`config.mk`:
```
export PLATFORM = sky130hd
export DESIGN_NAME = hdb3_decoder
export DESIGN_NICKNAME = d
export VERILOG_FILES = /design/src/rtl/hdb3_decoder.sv
export SDC_FILE = /design/constraint.sdc
export NUM_CORES = 1
export LEC_CHECK = 0
export BUFFER_PORTS_ARGS = -buffer_cell sky130_fd_sc_hd__buf_4
export CORE_MARGIN = 2
export CORE_UTILIZATION = 51
export CTS_BUF_LIST = sky130_fd_sc_hd__clkbuf_4
export CTS_CLUSTER_SIZE = 40
export DETAILED_ROUTE_END_ITERATION = 12
export PLACE_DENSITY = 0.72
export SKIP_LAST_GASP = 1
export SYNTH_ARGS = -nofsm -noshare
export SYNTH_HDL_FRONTEND = slang
export SYNTH_SLANG_ARGS = --single-unit
```
`constraint.sdc`:
```
create_clock -name clk -period 1.5 [get_ports clk]
set_input_delay 0.3 -clock clk [delete_from_list [all_inputs] [get_ports clk]]
set_output_delay 0.3 -clock clk [all_outputs]
set_load 0.01 [all_outputs]
```
`src/rtl/hdb3_decoder.sv`:
```
// HDB3 line decoder: turns the bipolar P/N rail pair back into NRZ by removing 000V/B00V
// substitutions through a 4-deep mark pipeline, and flags line-code errors.
module hdb3_decoder (
    input  logic clk,
    input  logic reset,
    input  logic P,
    input  logic N,
    output logic data,
    output logic valid,
    output logic err_illegal,
    output logic err_bpv,
    output logic err_zrun
);

    logic       w_pos;
    logic       w_neg;
    logic       w_mark;
    logic       w_viol;
    logic [2:0] w_zcnt_d;
    logic [2:0] w_fill_d;
    logic [3:0] w_sh_d;

    logic [3:0] r_sh;
    logic       r_last_pol;   // 1 = positive
    logic       r_seen;
    logic       r_last_vpol;
    logic       r_vseen;
    logic [2:0] r_zcnt;
    logic [2:0] r_fill;
    logic       r_data;
    logic       r_valid;
    logic       r_err_illegal;
    logic       r_err_bpv;
    logic       r_err_zrun;

    always_comb begin
        w_pos  = P & ~N;
        w_neg  = N & ~P;
        w_mark = w_pos | w_neg;
        // The first pulse after reset is always accepted as a B/AMI pulse.
        w_viol = w_mark & r_seen & (w_pos == r_last_pol);

        w_sh_d   = w_viol ? 4'b0000 : {r_sh[2:0], w_mark};
        w_zcnt_d = w_mark ? 3'd0 : ((r_zcnt == 3'd4) ? 3'd4 : r_zcnt + 3'd1);
        w_fill_d = (r_fill == 3'd4) ? 3'd4 : r_fill + 3'd1;
    end

    always_ff @(posedge clk) begin
        if (reset) begin
            r_sh          <= 4'b0000;
            r_last_pol    <= 1'b0;
            r_seen        <= 1'b0;
            r_last_vpol   <= 1'b0;
            r_vseen       <= 1'b0;
            r_zcnt        <= 3'd0;
            r_fill        <= 3'd0;
            r_data        <= 1'b0;
            r_valid       <= 1'b0;
            r_err_illegal <= 1'b0;
            r_err_bpv     <= 1'b0;
            r_err_zrun    <= 1'b0;
        end else begin
            r_data <= r_sh[3];
            r_sh   <= w_sh_d;
            if (w_mark) begin
                r_last_pol <= w_pos;
                r_seen     <= 1'b1;
            end
            if (w_viol) begin
                r_last_vpol <= w_pos;
                r_vseen     <= 1'b1;
            end
            r_err_bpv     <= w_viol & r_vseen & (w_pos == r_last_vpol);
            r_zcnt        <= w_zcnt_d;
            // Saturation at 4 keeps this to a single pulse per zero run.
            r_err_zrun    <= r_seen & ~w_mark & (r_zcnt == 3'd3);
            r_err_illegal <= P & N;
            r_fill        <= w_fill_d;
            r_valid       <= (w_fill_d == 3'd4);
        end
    end

    assign data        = r_data;
    assign valid       = r_valid;
    assign err_illegal = r_err_illegal;
    assign err_bpv     = r_err_bpv;
    assign err_zrun    = r_err_zrun;

endmodule

```
==> results_dict.tcl <==
set metrics [dict create \
    htreeDepth 1 \
    leakage_uw 0.000379 \
    synth_area_leaders "dfxtp_1, ha_1, and2_1" \
    power.internal_uw 704 \
    grt_max_degree 13 \
    worst-setup-path-type "reg2reg" \
    grt_pass1_vias 503 \
    antenna_left 0 \
    gr-usage-all-layers 0.159 \
    wirelength_mm 1.16 \
    ys_ff_latch 19 \
    power_density_mw_per_mm2 1100 \
    postPlaceCellArea_sq_um 812 \
    syn-cell-area_sq_um 722 \
    final_hold_viol_count 0 \
    whs_path_depth 2 \
    p_seq_frac 0.593 \
    rsz0062_at_grt "no" \
    path_max_fanout 3 \
    yosysTopAreaCellShare 0.527 \
    die-height_microns 41.6 \
    r2r_setup_slack_ns 0.35 \
    status "finished, final reports clean" \
    synth_area_per_cell_sq_um 10.2 \
    critPathCaptureType "flop" \
    synth-edff-count 0 \
    synth_ff_type "dfxtp_1" \
    worst_clock_skew_ns 0.00135 \
    dp_hpwl_microns 787 \
    drive_above_1_share 0.179 \
    n_antenna_cell 0 \
    seq_area_frac_synth 0.527 \
    start_util 0.548 \
    wl_per_cell_microns 11.7 \
    grt_overflow 0 \
    setup_violations 0 \
    dieArea_sq_mm 0.00173 \
    final_net_count 96 \
    drtIter0Drc 7 \
    postCtsSetupBuffers 0 \
    required_ns 1.70 \
    critPathArrivalTime_ns 1.35 \
    cts_hold_buf 0 \
    pin_count 9 \
    fin_tns_setup_ns 0 \
    clock-sinks 19 \
    numCtsBuffers 3 \
    drv_slew 0 \
    grt_pass1_wl_mm 2.11 \
    async_reset_ff_frac 0 \
    p_sw_uw 219 \
    fp-row-count 13 \
    cts_tree "done" \
    post-route-period-util 0.766 \
    p_sw_frac 0.237 \
    yosysMostFrequentCell "dfxtp_1" \
    via_count 504 \
    hold_class "in2reg" \
    dp.cells 95 \
    clkSlewWorstSetupHoldPaths_ns 0.10 \
    synthTopCellsByCount "dfxtp_1, inv_1, ha_1" \
    clk_latency_ns 0.29 \
    reg2regPathDepth 2 \
    synth_area_leader_cell "dfxtp_1" \
    cts_root_buf "clkbuf_4" \
    worst_slew_pin_slew_ns 0.239 \
    fin_crit_ns 1.15 \
    io_buffers 8 \
    max_freq_mhz 870 \
    clock_path_buffers 2 \
    comb_power_share 0.112 \
    max_cap_viol_count 0 \
    drc 0 \
    cp-start-kind "flop" \
    fin_area_sq_um 842 \
    power_frac_clock 0.295 \
    first_pass_iters 4 \
    cts_resized 0 \
    die_w_microns 41.6 \
    ir_drop_v 0.000665 \
    yosysWarningCount 0 \
    stdcell_count 99 \
    core_area_sq_mm 0.00132 \
    antenna_found_initial 0 \
    area.growth.synth_to_final_pct 16.6 \
    syn_nets 82 \
    slew_headroom 0.841 \
    syn_inst 71 \
    gp_congestion 0.696 \
    synth_cell_types 21 \
    vias_per_cell 5.09 \
]
==> power by group through the flow <==
stage               combinational [uW]  sequential [uW]  clock (uW)
floorplan                         72.0              554           0
global placement                  99.3              556           0
detailed placement                 102              558           0
CTS                                105              546         269
global route                       120              551         302
finish                             103              546         272
==> critical path: stages (launching register included) <==
cell and delay (ns):
dfxtp_1 0.34, or3_1 0.38, a2111oi_2 0.34
==> cell families (layout without fill, tap and decap cells) <==
kind of cell    Yosys count  after routing  share of synthesized area
xor+xnor                  1              1                     0.0121
flops                    19             19                      0.527
simple gates             25             25                      0.191
compound gates            9              9                     0.0884
buf+inv                   9             22                     0.0468
fa+ha+maj                 7              7                      0.121
mux                       1              1                     0.0139
==> sequential cells by signal, summed over array words and instances, names as in the netlist <==
signal,flops
r_sh,4
r_fill,3
r_zcnt,3
data,1
err_bpv,1
err_illegal,1
err_zrun,1
r_last_pol,1
r_last_vpol,1
r_seen,1
r_vseen,1
valid,1
==> layout make-up <==
| type | count | area [sq um] |
|---|---|---|
| fill | 113 | 475 |
| sequential | 19 | 380 |
| multi-input combinational | 43 | 308 |
| timing repair buffer | 10 | 75.1 |
| clock buffer | 4 | 30.0 |
| inverter | 8 | 30.0 |
| tap | 15 | 18.8 |
==> path summary, 6_finish.rpt <==
check	startpoint	end
setup / recovery	r_last_vpol	err_bpv
hold / removal	reset	r_last_vpol
setup reg to reg	r_last_vpol	err_bpv
hold reg to reg	r_sh[2]	r_sh[3]
==> per-stage QoR <==
stage          setup slack (ns)  hold WS, ns   util  total power (uW)
2_1_floorplan             0.141        0.406      -               626
3_3_place_gp             0.0913        0.409  0.616               655
3_5_place_dp             0.0785        0.417  0.616               660
4_1_cts                   0.346        0.264  0.639               921
5_1_grt                   0.269        0.262  0.639               972
6_report                  0.351        0.263  0.639               922
==> layer usage <==
| layer | GRT usage | share of wire |
|---|---|---|
| met1 | 0.195 | 0.45 |
| met2 | 0.269 | 0.50 |
| met3 | 0.0261 | 0.034 |
| met4 | 0.0774 | 0.010 |
| met5 | 0 | 0 |
==> cells in the final DEF, fill, tap and decap left out, drive strengths merged <==
master | netlist | routed
and3 | 3 | 3
nor2 | 4 | 4
nor2b | 5 | 5
dfxtp | 19 | 19
a2111oi | 1 | 1
a21boi | 1 | 1
nand2b | 1 | 1
xnor2 | 1 | 1
nor4 | 1 | 1
or3 | 1 | 1
nand3 | 2 | 2
ha | 7 | 7
inv | 8 | 8
clkbuf | 1 | 4
o31ai | 1 | 1
nor3 | 1 | 1
nand2 | 2 | 2
a21oi | 5 | 5
mux2i | 1 | 1
buf | 0 | 10
and2 | 5 | 5
a2bb2oi | 1 | 1
(Power assumes the default switching activity.)
